**src/rtl/serial_pkg.sv**
```systemverilog
// ---------------------------------------------------------------------------
// serial_pkg
//   Shared definitions for the serial transmitter scheduler.
//   - WORD_W          : width of one transmit word
//   - DEFAULT_TIMEOUT : default StartTx-to-TxDone abort limit in cycles
//   - state_t / ST_*  : scheduler FSM encoding, kept as plain constants so the
//                       encoding stays visible in waveforms and older tools
// ---------------------------------------------------------------------------
package serial_pkg;

    localparam int WORD_W          = 32;
    localparam int DEFAULT_TIMEOUT = 1024;

    typedef logic [2:0] state_t;

    localparam state_t ST_IDLE      = 3'd0;
    localparam state_t ST_CLEAR     = 3'd1;
    localparam state_t ST_LOAD      = 3'd2;
    localparam state_t ST_START     = 3'd3;
    localparam state_t ST_WAIT_DONE = 3'd4;
    localparam state_t ST_RELEASE   = 3'd5;

endpackage

```
**src/rtl/serial_tx_scheduler_rr_arbiter.sv**
```systemverilog
// ---------------------------------------------------------------------------
// rr_arbiter
//   Purely combinational round-robin priority rotate. The search starts at
//   the requester just above ptr_i and wraps modulo NREQ, so the requester
//   named by ptr_i has the lowest priority.
//   Ports:
//     req_i   [NREQ-1:0]  request levels
//     ptr_i   [IDW-1:0]   index of the last granted requester
//     grant_o [NREQ-1:0]  one-hot winner (all zero when no request)
//     idx_o   [IDW-1:0]   binary index of the winner
//     any_o               at least one request is pending
// ---------------------------------------------------------------------------
module rr_arbiter #(
    parameter  int NREQ = 4,
    localparam int IDW  = $clog2(NREQ)
) (
    input  logic [NREQ-1:0] req_i,
    input  logic [IDW-1:0]  ptr_i,
    output logic [NREQ-1:0] grant_o,
    output logic [IDW-1:0]  idx_o,
    output logic            any_o
);

    logic [IDW-1:0] cand;
    logic           found;

    // Walk the candidates ptr+1 .. ptr+NREQ (mod NREQ); the first one that is
    // requesting wins. The last candidate is ptr itself, so a lone requester
    // that was just served can still be granted again.
    always_comb begin
        grant_o = '0;
        idx_o   = '0;
        found   = 1'b0;
        cand    = '0;
        for (int i = 1; i <= NREQ; i++) begin
            cand = IDW'((32'(ptr_i) + 32'(i)) % 32'(NREQ));
            if (!found && req_i[cand]) begin
                found         = 1'b1;
                grant_o[cand] = 1'b1;
                idx_o         = cand;
            end
        end
    end

    assign any_o = |req_i;

endmodule

```
**src/rtl/serial_tx_scheduler.sv**
```systemverilog
// ---------------------------------------------------------------------------
// serial_tx_scheduler
//   Shares one serial transmitter among NREQ requesters in round-robin order.
//   Each transfer runs CLEAR -> LOAD -> START -> WAIT_DONE -> RELEASE and ends
//   with a one-cycle Ack to the granted requester (plus Err on timeout).
//   Ports:
//     Clk, ResetN         clock (rising edge), async active-low reset
//     Req     [NREQ]      request levels, held until the matching Ack
//     DataIn  [NREQ*32]   packed words, requester i at [32*i+31:32*i]
//     Ack     [NREQ]      one-cycle completion pulse
//     Err                 one-cycle pulse with Ack when the transfer timed out
//     GrantId [IDW]       current or last granted requester
//     Busy                FSM is not idle
//     TxData  [32]        captured word presented to the transmitter
//     TxClear             one-cycle transmitter clear pulse
//     Sample, StartTx     transmitter load and start strobes
//     TxBusy, TxDone      transmitter status (TxDone sticky until TxClear)
// ---------------------------------------------------------------------------
module serial_tx_scheduler
    import serial_pkg::*;
#(
    parameter  int NREQ    = 4,
    parameter  int TIMEOUT = DEFAULT_TIMEOUT,
    localparam int IDW     = $clog2(NREQ)
) (
    input  logic                   Clk,
    input  logic                   ResetN,
    input  logic [NREQ-1:0]        Req,
    input  logic [NREQ*WORD_W-1:0] DataIn,
    output logic [NREQ-1:0]        Ack,
    output logic                   Err,
    output logic [IDW-1:0]         GrantId,
    output logic                   Busy,
    output logic [WORD_W-1:0]      TxData,
    output logic                   TxClear,
    output logic                   Sample,
    output logic                   StartTx,
    input  logic                   TxBusy,
    input  logic                   TxDone
);

    localparam int CW = $clog2(TIMEOUT) + 1;

    state_t            state_q, state_d;
    logic [IDW-1:0]    ptr_q, ptr_d;
    logic [IDW-1:0]    grant_q, grant_d;
    logic [WORD_W-1:0] data_q, data_d;
    logic [CW-1:0]     cnt_q, cnt_d;
    logic              err_q, err_d;

    logic [NREQ-1:0]   winOh;
    logic [IDW-1:0]    winIdx;
    logic              anyReq;
    logic [WORD_W-1:0] winWord;

    // Completion is decided by the sticky TxDone alone; TxBusy is part of the
    // transmitter interface but carries no extra information for sequencing.
    logic unusedTxBusy;
    assign unusedTxBusy = TxBusy;

    rr_arbiter #(
        .NREQ (NREQ)
    ) u_arb (
        .req_i   (Req),
        .ptr_i   (ptr_q),
        .grant_o (winOh),
        .idx_o   (winIdx),
        .any_o   (anyReq)
    );

    // One-hot AND-OR mux of the winning requester's word; avoids a variable
    // part-select on the wide DataIn bus.
    always_comb begin
        winWord = '0;
        for (int i = 0; i < NREQ; i++) begin
            if (winOh[i]) begin
                winWord = winWord | DataIn[WORD_W*i +: WORD_W];
            end
        end
    end

    // Next-state logic. The timeout compare uses TIMEOUT-2 because the
    // counter starts at 0 in the first WAIT_DONE cycle; this places the
    // aborting Ack exactly TIMEOUT cycles after the StartTx cycle.
    always_comb begin
        state_d = state_q;
        ptr_d   = ptr_q;
        grant_d = grant_q;
        data_d  = data_q;
        cnt_d   = cnt_q;
        err_d   = err_q;
        case (state_q)
            ST_IDLE: begin
                if (anyReq) begin
                    grant_d = winIdx;
                    ptr_d   = winIdx;
                    data_d  = winWord;
                    state_d = ST_CLEAR;
                end
            end
            ST_CLEAR: begin
                state_d = ST_LOAD;
            end
            ST_LOAD: begin
                state_d = ST_START;
            end
            ST_START: begin
                cnt_d   = '0;
                err_d   = 1'b0;
                state_d = ST_WAIT_DONE;
            end
            ST_WAIT_DONE: begin
                if (TxDone) begin
                    state_d = ST_RELEASE;
                end else if (cnt_q == CW'(TIMEOUT - 2)) begin
                    err_d   = 1'b1;
                    state_d = ST_RELEASE;
                end else begin
                    cnt_d = cnt_q + 1'b1;
                end
            end
            ST_RELEASE: begin
                state_d = ST_IDLE;
            end
            default: begin
                state_d = ST_IDLE;
            end
        endcase
    end

    // State registers. Pointer resets to NREQ-1 so requester 0 goes first.
    always_ff @(posedge Clk or negedge ResetN) begin
        if (!ResetN) begin
            state_q <= ST_IDLE;
            ptr_q   <= IDW'(NREQ - 1);
            grant_q <= '0;
            data_q  <= '0;
            cnt_q   <= '0;
            err_q   <= 1'b0;
        end else begin
            state_q <= state_d;
            ptr_q   <= ptr_d;
            grant_q <= grant_d;
            data_q  <= data_d;
            cnt_q   <= cnt_d;
            err_q   <= err_d;
        end
    end

    // Strobes are pure state decodes, so they are single-cycle, mutually
    // exclusive and drop immediately on an asynchronous reset.
    always_comb begin
        Ack = '0;
        if (state_q == ST_RELEASE) begin
            for (int i = 0; i < NREQ; i++) begin
                Ack[i] = (grant_q == IDW'(i));
            end
        end
    end

    assign Err     = (state_q == ST_RELEASE) && err_q;
    assign Busy    = (state_q != ST_IDLE);
    assign TxClear = (state_q == ST_CLEAR);
    assign Sample  = (state_q == ST_LOAD);
    assign StartTx = (state_q == ST_START);
    assign TxData  = data_q;
    assign GrantId = grant_q;

endmodule
```
**config.mk**
```make
export PLATFORM = sky130hd
export DESIGN_NAME = serial_tx_scheduler
export DESIGN_NICKNAME = d
export VERILOG_FILES = /design/src/rtl/serial_pkg.sv /design/src/rtl/serial_tx_scheduler_rr_arbiter.sv /design/src/rtl/serial_tx_scheduler.sv
export SDC_FILE = /design/constraint.sdc
export NUM_CORES = 1
export LEC_CHECK = 0
export ABC_AREA = 1
export CAP_MARGIN = 5
export CORE_MARGIN = 3
export CORE_UTILIZATION = 45
export DETAILED_ROUTE_END_ITERATION = 12
export HOLD_SLACK_MARGIN = 0.15
export PLACE_DENSITY = 0.87
export SYNTH_ARGS = -nofsm -noshare
export SYNTH_HDL_FRONTEND = slang
export SYNTH_HIERARCHICAL = 1
export SYNTH_SLANG_ARGS = --single-unit
export TNS_END_PERCENT = 20
```
**constraint.sdc**
```tcl
create_clock -name Clk -period 4.2 [get_ports Clk]
set_input_delay 0.84 -clock Clk [delete_from_list [all_inputs] [get_ports Clk]]
set_output_delay 0.84 -clock Clk [all_outputs]
set_load 0.02 [all_outputs]
```
# Yosys cells after proc, flatten, opt, wreduce, memory -nomap -nowiden
# Index checks and enable logic that the tools add are counted.
totals:
  out_inout_bits: 43
  register_bits: 51
  wordCells: 101
  inputBits: 136
op_classes:
  n_lt_le_gt_ge: 8
  n_mux: 42
  n_reduce_logical: 20
  addsub: 5
  n_eq_ne: 14
  bitwise_logic: 6
ops:
  columns: ["op", "count"]
  rows:
  - ["two-way mux 32 bit", 4]
  - ["bitwise OR 32 bit", 3]
  - ["two-way mux 11 bit", 2]
  - ["case mux 11 bit (2 select lines)", 1]
  - ["two-way mux 4 bit", 5]
  - ["case mux 3 bit (5 select lines)", 1]
  - ["two-way mux 1 bit", 13]
  - ["< comparator 2 x 3 -> 1 bit (second input constant)", 4]
  - ["bitwise OR 4 bit", 3]
  - ["adder 11 x 1 -> 11 bit (second input constant)", 1]
  - ["== test 11 x 10 -> 1 bit (second input constant)", 1]
  - ["two-way mux 3 bit", 3]
  - ["binary-select mux 1 bit (select 2 bit)", 4]
  - ["demux 1 bit (select 2 bit)", 4]
  - [">= comparator 2 x 1 -> 1 bit (second input constant)", 4]
  - ["logical AND 1 bit", 8]
  - ["two-way mux 2 bit", 4]
  - ["inequality test 2 bit (second input constant)", 4]
  - ["== test 3 x 2 -> 1 bit (second input constant)", 2]
  - ["== test 3 bit (second input constant)", 2]
  - ["AND reduction 3 bit", 2]
  - ["adder 2 x 1 -> 2 bit (second input constant)", 2]
  - ["adder 2 bit (second input constant)", 2]
  - ["== test 2 bit (second input constant)", 2]
  - ["other kinds (11)", 14]

# Depth between registers and ports, before layout
logic_depth:
  ltp_word: 20
  mapped_depth: 14
  ltp_nobuf: 12

# Hierarchy
# The synthesis kept the hierarchy.
by_module_without_submodules:
  columns: ["mod", "area_per_inst_um2", "seq_area_each_um2", "cells_per_inst", "n_inst"]
  rows:
  - ["serial_tx_scheduler", 3234.4, 1278.7, 394, 1]
  - ["rr_arbiter", 528.0, 0.0, 86, 1]

# Worst setup path before layout
# OpenSTA, ideal clock, no wires.
synth_timing:
  path_type: "reg2reg"
  startpoint: "register ptr_q[0]"
  endpoint: "register data_q[10] (netlist: TxData[10])"
  stages_incl_launch_ff: 14
  required_ns: 4.075
  period_less_slack_ns: 2.486
  arrival_time_ns: 2.361
  path_buffers: 2
  setup_ns: 0.125
  slack_ns: 1.714
  cell_sequence: "dfstp_2 buf_6 inv_6 ha_1 inv_1 nand2_4 nand2_4 nor2_2 a21oi_1 nand3_1 clkbuf_1 nand2_1 nand4_1 mux2_4"
synth_between:
  elab_cells_between_ends: 55
  classes_between: "4 x add/sub; 8 x order compare; 27 x mux; 6 x bitwise; 10 x reduce/logical"
synth_rtl:
  columns: ["element", "line_no", "rtl"]
  rows:
  - ["from (decl)", "serial_tx_scheduler.sv:45", "logic [IDW-1:0] ptr_q, ptr_d;"]
  - ["from (signal assigned)", "serial_tx_scheduler.sv:135", "ptr_q <= IDW'(NREQ - 1);"]
  - ["from (signal assigned)", "serial_tx_scheduler.sv:142", "ptr_q <= ptr_d;"]
  - ["parallel branches: the longest is 12 deep, another holds < comparator 2 x 3 -> 1 bit", null, null]
  - ["two-way mux 4 bit (*)", "serial_tx_scheduler_rr_arbiter.sv:37", "if (!found && req_i[cand]) begin"]
  - ["named net winOh[3]", "serial_tx_scheduler.sv:51", "logic [NREQ-1:0] winOh;"]
  - ["two-way mux 32 bit (*)", "serial_tx_scheduler.sv:76", "if (winOh[i]) begin"]
  - ["to (signal assigned)", "serial_tx_scheduler.sv:144", "data_q <= data_d;"]
  - ["to (decl)", "serial_tx_scheduler.sv:47", "logic [WORD_W-1:0] data_q, data_d;"]
# Mark *: on every way through the listed nets, which the timed path passes. The select of a mux whose other input is x is not followed.
# A chain may end at the register's enable or synchronous reset.

# Worst setup path in the final report
layout_timing:
  startpoint: "register ptr_q[0]"
  endpoint: "register data_q[9] (netlist: TxData[9])"
layout_between:
  elab_chain_cells: 20
  elab_cells_between_ends: 55
  classes_between: "4 x add/sub; 8 x order compare; 27 x mux; 6 x bitwise; 10 x reduce/logical"
layout_rtl:
  columns: ["element", "line_no", "rtl"]
  rows:
  - ["parallel branches: the longest is 12 deep, another holds < comparator 2 x 3 -> 1 bit", null, null]
  - ["two-way mux 4 bit (*)", "serial_tx_scheduler_rr_arbiter.sv:37", null]
  - ["named net winOh[0]", "serial_tx_scheduler.sv:51", null]
  - ["two-way mux 32 bit (*)", "serial_tx_scheduler.sv:76", null]
  - ["bitwise OR 32 bit", "serial_tx_scheduler.sv:77", "winWord = winWord | DataIn[WORD_W*i +: WORD_W];"]
  - ["two-way mux 32 bit (*)", "serial_tx_scheduler.sv:76", null]
  - ["bitwise OR 32 bit", "serial_tx_scheduler.sv:77", null]
  - ["two-way mux 32 bit (*)", "serial_tx_scheduler.sv:76", null]
  - ["bitwise OR 32 bit", "serial_tx_scheduler.sv:77", null]
  - ["two-way mux 32 bit (*)", "serial_tx_scheduler.sv:76", null]
# Marks and branches as above.

==> PnR_summary.wiki <==
{| class="wikitable"
! Metric !! Value
|-
| Outcome || complete, no violations
|-
| Share of final-layout standard cells stronger than drive strength 1 || 0.116
|-
| Clock Tree Buf Depth || 2
|-
| Global-route congestion overflow total || 0
|-
| Clock transition time at the flip-flop clock pins of the worst setup and hold paths || 90 ps
|-
| Worst VDD drop || 0.391 mV
|-
| Area occupied by multi-input gates || 2220 um2
|-
| Critical Path, Cell by Cell || inv_6 > ha_1 > inv_1 > nand2_4 > nand2_4 > nor2_2 > a21oi_1 > nand3_1 > buf_4 > nand2_1 > nand4_1 > mux2_4
|-
| Post-cts hold buffer count || 0
|-
| Final Total Pwr || 4.27 mW
|-
| Clk sinks || 51
|-
| Fill cell count || 579
|-
| Count of cells resized by post-cts repair || 0
|-
| Power Density || 754 nW/um2
|-
| Number of buffers inserted by port buffering || 177
|-
| Post-synthesis cell type count || 33
|-
| Number of cells on the worst hold path || 1
|-
| Standard cell core area || 7930 um2
|-
| Final-stage net count || 799
|-
| Vias || 3,951
|-
| DR vias/cell || 5.23
|-
| Startpoint of the worst hold path || TxData[1]$_DFFE_PN0P_
|-
| Chip width || 97.4 um
|-
| HPWL reported at the end of detailed placement || 9210 um
|-
| Met3 Wirelength || 835 um
|-
| Area growth syn-to-layout || 50.4%
|-
| Sequential cell area || 1280 um2
|-
| Critical setup path kind || reg2reg
|-
| Crit-path max cell delay || 740 ps
|-
| Setup clock skew after layout || 6.12 ps
|-
| Synthesized instance count || 480
|-
| Height of the chip || 97.4 um
|-
| RSZ-0062 raised after global routing || false
|-
| Drt initial violations || 139
|-
| Most frequent cell on the critical path || sky130_fd_sc_hd__nand2_4
|-
| Std cell rows || 32
|-
| Actual slew at the worst max-slew pin || 813 ps
|-
| Wire length of the first global-routing pass || 19,200 um
|-
| RR Startpoint || ptr_q[0]$_DFFE_PN1P_
|-
| Type of destination of the critical path || register
|-
| Required arrival time at the worst endpoint || 4400 ps
|-
| Uppermost signal routing layer after detailed routing || met4
|-
| Antenna-violating nets left || 0
|-
| Later-pin clock latency in the skew report || 300 ps
|-
| Total global routing track utilization || 0.245
|-
| Top cell type's share of synthesized area || 0.326
|-
| TritonCTS clock tree || yes
|-
| Syn. warnings || 6
|-
| Arrival @ worst endpoint || 3470 ps
|-
| Number of global-route vias before repair || 4,022
|-
| Hold EP || TxData[1]$_DFFE_PN0P_
|-
| Final count of negative-setup-slack endpoints || 0
|-
| Final-report hold violation count || 0
|-
| Fin Setup TNS || 0 ps
|-
| Ant. Diodes || 0
|-
| Setup repair bufs after CTS || 0
|-
| Leakage component of the power || 2.47 nW
|-
| Mean cell area of the mapped netlist || 7.84 um2
|-
| Max-cap viol count || 0
|-
| Remaining routing DRC violations || 0
|-
| Final-report max-slew violation count || 0
|-
| Avg WL per Cell || 15.5 um
|-
| Most area-hungry cell type in the Yosys netlist || sky130_fd_sc_hd__dfrtp_1
|-
| Minimum clock period after layout || 3270 ps
|-
| Slew headroom || 0.458
|-
| Area of the mapped netlist || 3760 um2
|-
| Initial Utilization || 0.475
|-
| Portion of the clock cycle consumed by the worst path in the final layout || 0.778
|-
| Reg-to-reg endpoint || TxData[9]$_DFFE_PN0P_
|-
| I/O pin count || 179
|-
| Share of synthesized area occupied by flip-flops and latches || 0.340
|-
| Kind of start point of the critical path || register
|-
| Cell at the slowest stage of the critical path || sky130_fd_sc_hd__dfstp_2
|-
| Setup slack of the most critical reg-to-reg path || 930 ps
|-
| Worst Hold Class || reg2reg
|-
| Final weighted congestion in routability-driven placement || 0.894
|-
| Max Freq || 306 MHz
|-
| DIE AREA || 9490 um2
|-
| Synth Net Count || 626
|-
| Total length of routed wires || 11,700 um
|-
| Antenna violations before repair || 0
|-
| Largest fanout on the critical path || 22
|-
| First drt pass iteration count || 6
|-
| Total clock buffers created by CTS || 5
|-
| CTS Root Buffer Type || sky130_fd_sc_hd__clkbuf_8
|-
| Routed wire length on met2 || 6220 um
|-
| Count of cells along the worst register-to-register path || 12
|-
| # H-tree levels || 2
|-
| Met1 Routed Length || 4430 um
|-
| Maximum number of pins on one net before global-route repair || 52
|-
| Largest cells by area after synthesis || sky130_fd_sc_hd__dfrtp_1, sky130_fd_sc_hd__nand2_1, sky130_fd_sc_hd__mux2_4, sky130_fd_sc_hd__nand4_1, sky130_fd_sc_hd__nand3_1
|-
| Number of storage elements in the synthesis netlist || 51
|}
## layout make-up
| type | count | area share |
|---|---|---|
| flip-flops and latches | 51 | 0.226 |
| multi-input cells | 379 | 0.392 |
| clock inverters | 1 | 0.000885 |
| clock buffers | 6 | 0.0146 |
| inverters | 33 | 0.0237 |
| repair buffers | 183 | 0.320 |
| well taps | 102 | 0.0226 |
## logic make-up after synthesis
family                     share of synthesized area
DFF                                            0.340
xor gates and xnor gates                     0.00698
AOI/OAI and AO/OA                             0.0409
and+or+nand+nor                                0.384
muxes                                          0.124
adders and majority gates                     0.0333
buffers and inverters                         0.0705
## critical path, delay by kind of cell (launching register included)
| family | cells | cell delay [ps] |
|---|---|---|
| AOI/OAI and AO/OA | 1 | 190 |
| and+or+nand+nor | 6 | 900 |
| DFF | 1 | 740 |
| buffers and inverters | 3 | 680 |
| muxes | 1 | 260 |
| adders and majority gates | 1 | 380 |
## synth_stat cells
cell	instances
sky130_fd_sc_hd__a21boi_0	4
sky130_fd_sc_hd__a21oi_1	7
sky130_fd_sc_hd__buf_12	3
sky130_fd_sc_hd__buf_6	1
sky130_fd_sc_hd__buf_8	1
sky130_fd_sc_hd__clkbuf_1	12
sky130_fd_sc_hd__clkinv_4	1
sky130_fd_sc_hd__dfrtp_1	49
sky130_fd_sc_hd__dfstp_2	2
sky130_fd_sc_hd__ha_1	10
sky130_fd_sc_hd__inv_1	29
sky130_fd_sc_hd__inv_2	2
sky130_fd_sc_hd__inv_6	1
sky130_fd_sc_hd__mux2_2	6
sky130_fd_sc_hd__mux2_4	26
sky130_fd_sc_hd__mux2i_1	1
sky130_fd_sc_hd__nand2_1	185
sky130_fd_sc_hd__nand2_2	4
sky130_fd_sc_hd__nand2_4	7
sky130_fd_sc_hd__nand3_1	37
sky130_fd_sc_hd__nand3_2	1
sky130_fd_sc_hd__nand3_4	2
sky130_fd_sc_hd__nand4_1	35
sky130_fd_sc_hd__nor2_1	25
sky130_fd_sc_hd__nor2_2	1
sky130_fd_sc_hd__nor2_4	2
sky130_fd_sc_hd__nor2_8	2
sky130_fd_sc_hd__nor3_1	7
sky130_fd_sc_hd__o21ai_0	7
sky130_fd_sc_hd__o21ai_1	2
sky130_fd_sc_hd__o21ai_2	5
sky130_fd_sc_hd__xnor2_1	2
sky130_fd_sc_hd__xor2_1	1
## placed cells by master (no fill, tap or decap), types with 4 or more instances in the layout
cell type,Yosys,layout
sky130_fd_sc_hd__nand2_1,185,185
sky130_fd_sc_hd__clkdlybuf4s50_1,0,176
sky130_fd_sc_hd__clkbuf_8,0,6
sky130_fd_sc_hd__nand3_1,37,37
sky130_fd_sc_hd__nor3_1,7,7
sky130_fd_sc_hd__nand4_1,35,35
sky130_fd_sc_hd__o21ai_2,5,5
sky130_fd_sc_hd__dfrtp_1,49,49
sky130_fd_sc_hd__buf_4,0,6
sky130_fd_sc_hd__nand2_4,7,7
sky130_fd_sc_hd__nand2_2,4,4
sky130_fd_sc_hd__mux2_4,26,26
sky130_fd_sc_hd__o21ai_0,7,7
sky130_fd_sc_hd__ha_1,10,10
sky130_fd_sc_hd__a21oi_1,7,7
sky130_fd_sc_hd__inv_1,29,29
sky130_fd_sc_hd__mux2_2,6,6
sky130_fd_sc_hd__nor2_1,25,25
sky130_fd_sc_hd__a21boi_0,4,4
## layer usage
metal  GRT usage  vias up
met4      0.0458        0
met2       0.468      148
met1       0.269     1865
met3      0.0675       17
met5           0        -
li1            -     1921
## sequential cells by signal, indices dropped and copies added (netlist names)
signal and cells:
GrantId 2, TxData 32, cnt_q 11, err_q 1, ptr_q 2, state_q 3
## stage by stage
| step | hold WS, ps | setup WS [ps] | util | instance area [um2] | std cells |
|---|---|---|---|---|---|
| 3_3_place_gp | 493 | 889 | 0.703 | 5570 | 748 |
| 5_1_grt | 543 | 753 | 0.714 | 5660 | 755 |
| 2_1_floorplan | 495 | 1710 | - | 3760 | 480 |
| 4_1_cts | 523 | 1030 | 0.714 | 5660 | 755 |
| 6_report | 522 | 932 | 0.714 | 5660 | 755 |
| 3_5_place_dp | 498 | 841 | 0.703 | 5570 | 748 |
## report_power, final
group / leakage [nW] / switching (mW) / internal (mW)
Combinational: 1.78 / 1.74 / 1.36
Clock: 0.0470 / 0.160 / 0.130
Sequential: 0.644 / 0.173 / 0.705
Total: 2.47 / 2.07 / 2.20
## worst max path at each step
| stage | slack [ps] | startpoint | depth (start not counted) | endpoint |
|---|---|---|---|---|
| after floorplan | 1710 | ptr_q[0]$_DFFE_PN1P_ | 13 | TxData[10]$_DFFE_PN0P_ |
| after global placement | 890 | Req[2] | 12 | TxData[9]$_DFFE_PN0P_ |
| after detailed placement | 840 | Req[2] | 12 | TxData[9]$_DFFE_PN0P_ |
| after CTS | 1030 | ptr_q[0]$_DFFE_PN1P_ | 12 | TxData[9]$_DFFE_PN0P_ |
| after global routing | 750 | ptr_q[0]$_DFFE_PN1P_ | 12 | TxData[5]$_DFFE_PN0P_ |
| final | 930 | ptr_q[0]$_DFFE_PN1P_ | 12 | TxData[9]$_DFFE_PN0P_ |
Note: power is estimated with default switching activity, not from simulation.
==> RTL change 1: new RTL, config.mk and constraints unchanged <==
Take the reset off `data_q` and load it in a clocked block of its own.
--- a/src/rtl/serial_tx_scheduler.sv
+++ b/src/rtl/serial_tx_scheduler.sv
@@ -134,17 +134,19 @@
             state_q <= ST_IDLE;
             ptr_q   <= IDW'(NREQ - 1);
             grant_q <= '0;
-            data_q  <= '0;
             cnt_q   <= '0;
             err_q   <= 1'b0;
         end else begin
             state_q <= state_d;
             ptr_q   <= ptr_d;
             grant_q <= grant_d;
-            data_q  <= data_d;
             cnt_q   <= cnt_d;
             err_q   <= err_d;
         end
+    end
+
+    always_ff @(posedge Clk) begin
+        data_q <= data_d;
     end
 
     // Strobes are pure state decodes, so they are single-cycle, mutually
Formal check against the unedited RTL: not equivalent (a bounded check fails within 4 cycles, from zero or initial values and one cycle with ResetN low).
==> RTL change 1 against the original RTL <==
- wire length grew 0.98%
- hold slack better by 0.021 ns
- highest routed layer unchanged
- power is 6.3% lower
- final area is 6.2% lower
- area after synthesis decreased by 10%
- sequential cell count stayed put
- worst setup slack improved by 0.44 ns
- cell count shrank 6.8%
==> RTL change 1: results (changes against the original RTL) <==
Syn Nets=579 (was 626); largest net degree at the start of global routing=37 (was 52); GRT met1 Usage=31.1% (was 26.9%); DR pass1 iterations=5 (was 6); Synth top cells by count=173 x nand2_1, 39 x nand3_1, 35 x nand4_1, 32 x edfxtp_1, 28 x inv_1 (was 185 x nand2_1, 49 x dfrtp_1, 37 x nand3_1, 35 x nand4_1, 29 x inv_1); clk tree area frac=1.51% (was 1.55%); met2 WL=6.12 mm (was 6.22 mm); DP Worst Slack=1.22 ns (was 0.841 ns); vias in the first global route=3423 (was 4022); GR Layer Usage met3=3.74% (was 6.75%); RD Place Congestion=0.946 (was 0.894); Synth area leaders=edfxtp_1 28%, nand2_1 19%, dfrtp_1 13% (was dfrtp_1 33%, nand2_1 18%, mux2_4 10%); xor-xnor portion of the synthesized cell area=0.519% (was 0.698%); first-pass GRT wire length=17.9 mm (was 19.2 mm); Synth Instances=433 (was 480); CP arrival=2.97 ns (was 3.47 ns); routed vias/inst=5.12 (was 5.23); Util after Layout=75.6% (was 71.4%); combinational fraction of design power=66.5% (was 72.6%); P_leak=2.15 nW (was 2.47 nW); buffering overhead=34.0% (was 32.0%); DR WL/cell=16.8 um (was 15.5 um); status=complete, no violations (unchanged); Synth Area in Adders=3.71% (was 3.33%); final non-filler cell total=704 (was 755); setup clock skew after layout=0.00612 ns (about the same); Final #Nets=753 (was 799); Async SR Flop Fraction=37.3% (was 100%); Cell Area, Placed=5230 um^2 (was 5570 um^2); Slew @ Worst Pin=1.00 ns (was 0.813 ns); mux cell area share after synthesis=0% (was 12.4%); sequential fraction of the synthesis area=42.6% (was 34.0%); nonclk buf count=181 (was 183); wire length on met3=709 um (was 835 um); Int Power=2.03 mW (was 2.20 mW); number of synthesized flops with an enable pin=32 (was 0); multi-input logic cell count=335 (was 379); switching power total=1.97 mW (was 2.07 mW); crit path max fanout=31 (was 22); GRT Resource Usage Total=26.4% (was 24.5%); Sequential Area=1440 um^2 (was 1280 um^2); compound-gate portion of the synthesized area=4.63% (was 4.09%); routing usage on met2=47.9% (was 46.8%); Filler cells=530 (was 579); peak supply drop=0.661 mV (was 0.391 mV)
==> RTL change 1: cell types whose count changed after synthesis, moves of 8 or more <==
cell	change
nand2_1	-12
edfxtp_1	+32
nor2_1	-11
dfrtp_1	-32
mux2_4	-26
o21ai_1	+8
==> RTL change 1: path summary, 6_finish.rpt <==
path                                     endpoint  slack [ns]                  from  cells after the start
setup / recovery              TxData[7]$_DFFE_PP_        1.37  ptr_q[0]$_DFFE_PN1P_                     12
hold / removal                  err_q$_DFFE_PN0P_        0.54     err_q$_DFFE_PN0P_                      2
setup reg to reg              TxData[7]$_DFFE_PP_        1.37  ptr_q[0]$_DFFE_PN1P_                     12
hold reg to reg                 err_q$_DFFE_PN0P_        0.54     err_q$_DFFE_PN0P_                      2
max in group asynchronous    cnt_q[0]$_DFFE_PN0P_        2.58                ResetN                      1
min in group asynchronous  state_q[1]$_DFFE_PN0P_        1.06                ResetN                      1
==> RTL change 2: new RTL, same flow settings <==
Made on the original files. `WORD_W`: 32 -> 40.
--- a/src/rtl/serial_pkg.sv
+++ b/src/rtl/serial_pkg.sv
@@ -8,7 +8,7 @@
 // ---------------------------------------------------------------------------
 package serial_pkg;
 
-    localparam int WORD_W          = 32;
+    localparam int WORD_W          = 40;
     localparam int DEFAULT_TIMEOUT = 1024;
 
     typedef logic [2:0] state_t;
Interface: changed (resized DataIn and TxData); port bits go from 179 to 219. The function was not compared with the original's and may differ.
==> RTL change 2 against the original RTL <==
- global-route usage increased by 2.7 points
- hold slack worse by 0.036 ns
- wire length is 28% higher
- worst setup slack lost 0.20 ns
- final area rose by 17%
- power increased by 20%
- die area grew 10%
- critical path depth unchanged
- sequential cell count grew 8
- count of clock-buffer cells in the layout grew 5
- area after synthesis increased by 11%
- critical endpoint is now TxData[10]$_DFFE_PN0P_
- largest cell class unchanged
==> RTL change 2: results (changes against the original RTL) <==
Vias=4593 (was 3951); RD Place Congestion=0.890 (was 0.894); RR Endpoint=TxData[10]$_DFFE_PN0P_ (was TxData[9]$_DFFE_PN0P_); dpl hpwl=11.6 mm (was 9.21 mm); Clk pwr share=10.0% (was 6.8%); hold endpoint=TxData[13]$_DFFE_PN0P_ (was TxData[1]$_DFFE_PN0P_); DP Worst Slack=0.563 ns (was 0.841 ns); routing usage on met2=47.9% (was 46.8%); DR pass1 iterations=5 (was 6); Largest register FFs=40 (was 32); Yosys cell types=35 (was 33); wirelength, routed=14.9 mm (was 11.7 mm); vias in the first global route=4450 (was 4022); Synth top cells by count=214 x nand2_1, 57 x dfrtp_1, 45 x nand4_1, 36 x nand3_1, 24 x inv_1 (was 185 x nand2_1, 49 x dfrtp_1, 37 x nand3_1, 35 x nand4_1, 29 x inv_1); P_seq=0.990 mW (was 0.878 mW); GR Layer Usage met3=7.78% (was 6.75%); H-tree Lvls=3 (was 2); layout cells sized above 1=11.2% (was 11.6%); crit path max fanout=25 (was 22); Filler cells=646 (was 579); Cell Area, Placed=6400 um^2 (was 5570 um^2); HP Start=TxData[13]$_DFFE_PN0P_ (was TxData[1]$_DFFE_PN0P_); Buffers on Ports=217 (was 177); largest net degree at the start of global routing=45 (was 52); initial drt markers=187 (was 139); total power=5.12 mW (was 4.27 mW); GRT Resource Usage Total=27.2% (was 24.5%); Syn Nets=712 (was 626); Clock Latency Late Sink=0.34 ns (was 0.30 ns); Int Power=2.63 mW (was 2.20 mW); reg2reg setup slack=0.73 ns (was 0.93 ns); first-pass GRT wire length=22.0 mm (was 19.2 mm); peak supply drop=0.530 mV (was 0.391 mV); status=complete, no violations (unchanged); Final #Nets=924 (was 799); setup clock skew after layout=0.00640 ns (was 0.00612 ns); Slew headroom=39.7% (was 45.8%); Worst-path clk slew=0.06 ns (was 0.09 ns); Avg Cell Area, Syn=7.81 um^2 (was 7.84 um^2); dpl cells=843 (was 748); wire length on met1=5.82 mm (was 4.43 mm); Synth area leaders=dfrtp_1 34%, nand2_1 19%, mux2_4 7.2% (was dfrtp_1 33%, nand2_1 18%, mux2_4 10%)
RTL change 2: worst max path at each step:
stage | startpoint | endpoint | slack, ns | cells after the start
after floorplan | ptr_q[0]$_DFFE_PN1P_ | TxData[33]$_DFFE_PN0P_ | 1.70 | 13
after global placement | Req[2] | TxData[10]$_DFFE_PN0P_ | 0.68 | 12
after global routing | ptr_q[0]$_DFFE_PN1P_ | TxData[10]$_DFFE_PN0P_ | 0.51 | 12
after detailed placement | Req[2] | TxData[27]$_DFFE_PN0P_ | 0.56 | 12
after CTS | ptr_q[0]$_DFFE_PN1P_ | TxData[27]$_DFFE_PN0P_ | 0.78 | 12
final | ptr_q[0]$_DFFE_PN1P_ | TxData[10]$_DFFE_PN0P_ | 0.73 | 12
RTL change 2: cells by family (layout without fill, tap and decap cells):
| group | after synthesis | in the layout | share of synthesized area, % |
|---|---|---|---|
| AND/OR/NAND/NOR | 348 | 348 | 38.7 |
| flip-flops | 59 | 59 | 35.5 |
| buffers and inverters | 50 | 267 | 6.03 |
| multiplexers | 40 | 40 | 12.6 |
| AO/OA/AOI/OAI | 24 | 24 | 3.63 |
| adder cells (fa/ha/maj) | 10 | 10 | 3.00 |
| XOR/XNOR | 3 | 3 | 0.630 |
RTL change 2: final cells by class:
type | instances | area, um^2 | share of cell area, %
multi-input combinational | 425 | 2460 | 37.3
tap | 108 | 135 | 2.05
clock buffer | 11 | 141 | 2.14
inverter | 28 | 115 | 1.75
timing repair buffer | 223 | 2210 | 33.5
clock inverter | 5 | 52.6 | 0.797
sequential | 59 | 1480 | 22.4
